File: src/rtl/regfile_mp.sv
// Multi-read-port integer register file with write-to-read bypass, a busy
// scoreboard for hazard detection and a post-reset clear sweep.
module regfile_mp #(
    parameter int unsigned XLEN     = 32,
    parameter int unsigned NREGS    = 32,
    parameter int unsigned NUM_RD   = 2,
    parameter int unsigned BYPASS   = 1,
    parameter int unsigned ZERO_REG = 1,
    localparam int unsigned AW      = (NREGS > 1) ? $clog2(NREGS) : 1
) (
    input  logic                     clk,
    input  logic                     rst,
    input  logic                     reg_write_enable,
    input  logic [AW-1:0]            write_addr,
    input  logic [XLEN-1:0]          write_data,
    input  logic [NUM_RD*AW-1:0]     read_addr,
    output logic [NUM_RD*XLEN-1:0]   read_data,
    output logic [NUM_RD-1:0]        read_busy,
    input  logic                     set_busy,
    input  logic [AW-1:0]            set_addr,
    output logic                     ready
);

    typedef enum logic {
        ST_INIT = 1'b0,
        ST_RUN  = 1'b1
    } state_e;

    state_e            state_q;
    logic [AW-1:0]     ptr_q;
    logic              ready_q;
    logic [XLEN-1:0]   mem_q [NREGS];
    logic [NREGS-1:0]  busy_q;
    logic [NREGS-1:0]  busy_d;

    logic              wr_eff;
    logic              set_eff;
    logic              mem_we;
    logic [AW-1:0]     mem_wa;
    logic [XLEN-1:0]   mem_wd;

    // An address is architecturally writable/readable: in range and not the hardwired zero.
    function automatic logic addr_ok(input logic [AW-1:0] a);
        return (32'(a) < NREGS) && !((ZERO_REG != 0) && (a == '0));
    endfunction

    assign wr_eff  = ready_q && reg_write_enable && addr_ok(write_addr);
    assign set_eff = ready_q && set_busy && addr_ok(set_addr);
    assign ready   = ready_q;

    // Clear sequencer: one entry per edge, then hand over to normal operation.
    always_ff @(posedge clk or posedge rst) begin
        if (rst) begin
            state_q <= ST_INIT;
            ptr_q   <= '0;
            ready_q <= 1'b0;
        end else begin
            case (state_q)
                ST_INIT: begin
                    if (ptr_q == AW'(NREGS - 1)) begin
                        state_q <= ST_RUN;
                        ready_q <= 1'b1;
                    end else begin
                        ptr_q <= ptr_q + AW'(1);
                    end
                end
                ST_RUN:  state_q <= ST_RUN;
                default: state_q <= ST_INIT;
            endcase
        end
    end

    // Single physical write port shared by the sweep and writeback; no reset so it maps to RAM.
    assign mem_we = (state_q == ST_INIT) || wr_eff;
    assign mem_wa = (state_q == ST_INIT) ? ptr_q : write_addr;
    assign mem_wd = (state_q == ST_INIT) ? '0 : write_data;

    always_ff @(posedge clk) begin
        if (mem_we) begin
            mem_q[mem_wa] <= mem_wd;
        end
    end

    // Scoreboard: a same-cycle set overrides the clear from the retiring producer.
    always_comb begin
        busy_d = busy_q;
        if (wr_eff) begin
            busy_d[write_addr] = 1'b0;
        end
        if (set_eff) begin
            busy_d[set_addr] = 1'b1;
        end
    end

    always_ff @(posedge clk or posedge rst) begin
        if (rst) begin
            busy_q <= '0;
        end else begin
            busy_q <= busy_d;
        end
    end

    for (genvar gi = 0; gi < int'(NUM_RD); gi++) begin : g_rd
        logic [AW-1:0]   ra;
        logic [XLEN-1:0] rdata_c;
        logic            rbusy_c;

        assign ra = read_addr[gi*AW +: AW];

        always_comb begin
            rdata_c = '0;
            rbusy_c = 1'b0;
            if (ready_q && addr_ok(ra)) begin
                if ((BYPASS != 0) && wr_eff && (write_addr == ra)) begin
                    rdata_c = write_data;
                end else begin
                    rdata_c = mem_q[ra];
                    rbusy_c = busy_q[ra];
                end
            end
        end

        assign read_data[gi*XLEN +: XLEN] = rdata_c;
        assign read_busy[gi]              = rbusy_c;
    end

endmodule
File: config.mk
export PLATFORM = sky130hd
export DESIGN_NAME = regfile_mp
export DESIGN_NICKNAME = d
export VERILOG_FILES = /design/src/rtl/regfile_mp.sv
export SDC_FILE = /design/constraint.sdc
export NUM_CORES = 1
export LEC_CHECK = 0
export BUFFER_PORTS_ARGS = -buffer_cell sky130_fd_sc_hd__buf_4
export CORE_MARGIN = 2
export CORE_UTILIZATION = 55
export DETAILED_ROUTE_END_ITERATION = 8
export PLACE_DENSITY = 0.72
export SKIP_CTS_REPAIR_TIMING = 1
export SYNTH_ARGS = -nofsm -noshare
export SYNTH_HDL_FRONTEND = slang
export SYNTH_SLANG_ARGS = --single-unit
File: constraint.sdc
create_clock -name clk -period 5.8 [get_ports clk]
set_input_delay 0.29 -clock clk [delete_from_list [all_inputs] [get_ports clk]]
set_output_delay 0.29 -clock clk [all_outputs]
set_load 0.01 [all_outputs]
## After elaboration in Yosys (flattened, before gate mapping)

Memory sizes are Yosys's and may differ from the RTL's.
Cells that the tools add are included.

| word-level totals | value |
|---|---|
| flip-flop bits (word level) | 39 |
| memory bits (writable) | 1024 |
| bits of input ports | 56 |
| output and inout bits | 67 |
| word-level logic and storage cells | 65 |
| memories kept | 1 |

| operators by class | value |
|---|---|
| add/sub/neg operators | 1 |
| $lt $le $gt $ge | 6 |
| equality and inequality tests | 3 |
| mux-type cells | 24 |
| bitwise logic cells | 5 |
| reduce and logical (&&, ||, !) cells | 21 |

Memories:

| name | words | width | rd ports | clocked after Yosys merged registers in | write ports | RTL line | RTL |
|---|---|---|---|---|---|---|---|
| mem_q | 32 | 32 | 2 | 0 | 1 | 32 | `logic [XLEN-1:0] mem_q [NREGS];` |

Operators by type and width:

| cell | number |
|---|---|
| 2-to-1 mux 32 bit | 7 |
| bitwise AND 32 bit | 1 |
| inverter 32 bit | 1 |
| OR 32 bit | 1 |
| less-than comparator 5 x 6 -> 1 bit, second input constant | 4 |
| zero test 5 bit | 4 |
| 2-to-1 mux 1 bit | 11 |
| binary-select mux 1 bit (select 5 bit) | 2 |
| demux 1 bit (select 5 bit) | 2 |
| equality test 5 bit | 2 |
| >= comparator 5 x 1 -> 1 bit, second input constant | 2 |
| logical AND 1 bit | 10 |
| adder 5 x 1 -> 5 bit, second input constant | 1 |
| equality test 5 bit, second input constant | 1 |
| 2-to-1 mux 5 bit | 1 |
| zero test 1 bit | 4 |
| AND reduction 2 bit | 2 |
| inverter 1 bit | 2 |
| one-hot mux 1 bit (2 select lines) | 1 |
| logical OR 1 bit | 1 |

## Longest topological paths before layout

| depth | value |
|---|---|
| depth after elaboration | 9 |
| gate-level depth with buffers | 10 |
| mapped depth without buffers | 6 |

## Least setup slack after synthesis

No wires, ideal clock.

| timing | value |
|---|---|
| path kind | input to register |
| from | in write_addr[1] |
| to | mem mem_q[1][0] (enable) |
| setup time | 0.421 ns |
| arrival | 2.625 ns |
| data required time | 5.379 ns |
| slack | 2.754 ns |
| stages on the path | 7 |
| path buffers | 2 |
| cells stage by stage | buf_2 > nand2b_1 > or2_2 > clkbuf_1 > nor2_1 > a31oi_1 > nor2_1 |

| on the way | value |
|---|---|
| word-level cells in the longest chain between the ends | 6 |
| elaborated cells on any way between the ends | 7 |
| classes of those cells | mux: 3; reduce/logical: 4 |

RTL lines:

| item | RTL line | RTL |
|---|---|---|
| start, declared | 14 | `input logic [AW-1:0] write_addr,` |
| zero test 5 bit | 44 | `return (32'(a) < NREGS) && !((ZERO_REG != 0) && (a == '0));` |
| zero test 1 bit | 44 |  |
| logical AND 1 bit | 47 | `assign wr_eff = ready_q && reg_write_enable && addr_ok(write_addr);` |
| logical OR 1 bit | 74 | `assign mem_we = (state_q == ST_INIT) \|\| wr_eff;` |
| 2-to-1 mux 1 bit | 79 | `if (mem_we) begin` |
| 2-to-1 mux 1 bit (not written as such) | 80 | `mem_q[mem_wa] <= mem_wd;` |
| end, declared | 32 |  |

Parallel ways exist; a longest one is shown, timed or not.

## Worst setup path after layout

| timing | value |
|---|---|
| from | in read_addr[7] |
| to | out read_data[55] |

| on the way | value |
|---|---|
| word-level cells in the longest chain between the ends | 4 |
| elaborated cells on any way between the ends | 8 |
| classes of those cells | eq/ne: 1; mux: 2; reduce/logical: 4; memory: 1 |

RTL lines:

| item | RTL line | RTL |
|---|---|---|
| start, declared | 16 | `input logic [NUM_RD*AW-1:0] read_addr,` |
| parallel branches: the longest is 3 deep, another holds memory read (32 x 32 bit) | -- |  |
| 2-to-1 mux 32 bit * | 113 | `if (ready_q && addr_ok(ra)) begin` |
| end, declared | 17 | `output logic [NUM_RD*XLEN-1:0] read_data,` |

Mark *: on every way between the ends.

==> impl_metrics.yaml <==
placed_design:
  placed_cells: 3775
  port_buffers: 122
  dpl.hpwl_mm: 85.73
  place_congestion: 0.8692
routing:
  drt_iter0_drc: 4357
  drtAntennaViolNets: 0
  drc_errors: 0
  drt_first_pass_iters: 7
  routedWlPerCell_um: 36.65
  detail_route.vias_per_cell: 7.454
  vias: 29560
  drt-total-wl_mm: 145.4
logic_synthesis:
  ys_seq_area_frac: 0.6355
  muxShareOfSynthArea: 0.2633
  ys.flop_type: "edfxtp_1"
  synth_edf_count: 1024
  yosys.area_share.simple: 0.02830
  synth_cell_types: 56
  post_synth.cell_area_avg_um2: 19.17
  synth_area_mm2: 0.04992
  synth_top_family_by_area: "multiplexers"
  async_flop_share: 0.03669
  synth_seq_cells: 1063
  synth_compound_area_frac: 0.04913
  yosys_warnings: 0
  synth_cells: 2604
  synth_nets: 2662
  synth_xor_area_frac: 0.002281
  synthAdderAreaFrac: 0.0005013
cts:
  root_buffer: "clkbuf_16"
  clock_path_buffers: 3
  cts_buffers: 107
  cts_max_level: 3
  cts.sinks: 1063
  clk_pin_slew_worst_paths_ns: 0.06
  cts_tree: "done"
  insertion_delay_ns: 0.69
sta:
  worst_pin_slew_ns: 1.260
  rsz0062_at_grt: "no"
  fin_crit_ns: 3.930
  fin_worst_skew_ns: 0.02854
  max_freq_mhz: 254.5
  setup_viol_count_final: 0
  fin_crit_sh: 0.6775
  slew_headroom: 0.1581
  slew_violations: 0
  tns_ns: 0
  holdWs_ns: -0.01190
  hold_violations: 3
run_status:
  violations: "negative hold slack"
  status: "finished, violations left"
layout:
  postLayoutCoreUtil: 0.6183
  instances_no_fill: 3966
  fill_cells: 6228
  drive_above_1_share: 0.3466
  n_antenna_cell: 0
  syn_to_final_growth_pct: 11.48
  fin_nets: 2767
worst_setup_path:
  arrival_ns: 3.64
  crit_fanout: 74
  crit_type: "in -> out"
  cp-end-kind: "output pin"
  required_ns: 5.51
  worstSetupStartpointType: "input port"
grt:
  first_global_vias: 30080
  grt_use_total: 0.3154
  gr-total-overflow: 0
  grt_max_degree: 95
  grt_antenna_before_repair: 5
  grt_pass1_wl_mm: 211.1
floorplan:
  die_h_um: 305.3
  core_mm2: 0.09001
  pin_count: 123
  rows: 110
  die_w_um: 305.3
  dieArea_mm2: 0.09319
  initial_core_util: 0.5546
power_and_ir_drop:
  power.leakage_nw: 17.58
  ir_drop_mv: 0.2226
  p_per_area_mw_per_mm2: 300.9
  power_mw: 16.75
worst_hold_path:
  hold_path.class: "in -> reg"
run:
  maxCapViolations: 0
-- final timing paths --
kind,from,endpoint,slack [ns],cells past startpoint
max,read_addr[7],read_data[55],1.87,7
min,set_addr[3],busy_q[24]$_DFF_PP0_,-0.01,3
max reg2reg,ready$_DFFE_PP0P_,mem_q[24][24]$_DFFE_PP_,2.35,6
min reg2reg,busy_q[0]$_DFF_PP0_,busy_q[0]$_DFF_PP0_,0.40,0
max in group asynchronous,rst,state_q$_DFF_PP0_,5.10,4
min in group asynchronous,rst,ptr_q[0]$_DFFE_PP0P_,0.32,4
-- registers in the layout (all words and copies together) (netlist names) --
name / cells
ready: 1
mem_q: 1024
ptr_q: 5
busy_q: 32
state_q: 1
-- placed cells by master, fill, tap and decap left out, types with 16 or more instances in the layout --
master	synthesis	final
mux2_2	42	42
a32o_1	26	26
mux2i_1	80	80
buf_4	30	187
clkinv_2	0	23
dfrtp_1	39	38
o22ai_1	130	130
clkbuf_1	71	20
and2_1	34	34
a22o_1	16	16
mux4_2	527	527
a21oi_1	29	29
nor2_4	0	32
nor2_1	93	60
o21ai_0	78	78
nor3_1	16	16
clkbuf_16	0	111
nand2_1	84	83
edfxtp_1	1024	1024
clkinv_1	3	24
-- through the flow --
stage	area, µm²	hold WS (ns)	setup slack, ns
CTS	55630	-0.2462	1.923
finish	55650	-0.01190	1.870
floorplan	49920	0.4413	2.754
global route	55650	0.003401	1.919
global placement	52270	0.3785	1.921
detailed placement	52280	0.3873	1.962
-- layer usage --
layer | vias to the layer above | track usage | wire length, µm
li1 | 11440 | - | -
met3 | 421 | 0.07155 | 17550
met2 | 2127 | 0.4979 | 69930
met4 | 2 | 0.1312 | 6467
met1 | 15570 | 0.4307 | 51410
met5 | - | 0 | 13
-- logic make-up after synthesis --
group,Yosys count
XOR/XNOR,13
AO/OA/AOI/OAI,368
AND/OR/NAND/NOR,296
buffers and inverters,213
adder cells (fa/ha/maj),2
flip-flops,1063
multiplexers,649
-- cell usage after synthesis, types with 26 or more instances --
cell | number | area (µm²)
a21oi_1 | 29 | 145.1
nand2_1 | 84 | 315.3
mux2_2 | 42 | 473.0
edfxtp_1 | 1024 | 30750
and2_1 | 34 | 212.7
o21ai_0 | 78 | 390.4
dfrtp_1 | 39 | 975.9
nor2_1 | 93 | 349.1
a32o_1 | 26 | 260.3
clkbuf_1 | 71 | 266.5
buf_4 | 30 | 225.2
mux2i_1 | 80 | 800.8
o22ai_1 | 130 | 813.3
buf_2 | 91 | 455.4
mux4_2 | 527 | 11870
-- critical path, stage by stage --
cell and delay [ns]:
clkbuf_8 0.61, buf_4 0.77, mux4_2 0.35, mux2_2 0.14, a21oi_1 0.06, o41ai_1 1.02, buf_4 0.27
-- layout make-up --
cell class              count  area, µm²  share of cell area
flip-flops and latches   1063      31730              0.5701
inverters                   9      33.78           0.0006070
well taps                1176       1471             0.02644
clock buffers             131       2853             0.05126
repair buffers            200       1622             0.02914
clock inverters            59      505.5            0.009083
multi-input cells        1328      17440              0.3134
-- report_power, final --
| part | total [mW] | switching (mW) | leakage, nW | internal (mW) |
|---|---|---|---|---|
| sequential | 8.49 | 0.0241 | 9.71 | 8.47 |
| combinational | 1.57 | 0.926 | 6.23 | 0.642 |
| clock | 6.68 | 2.90 | 1.64 | 3.79 |
No activity file was read; power rests on OpenSTA's default activity.
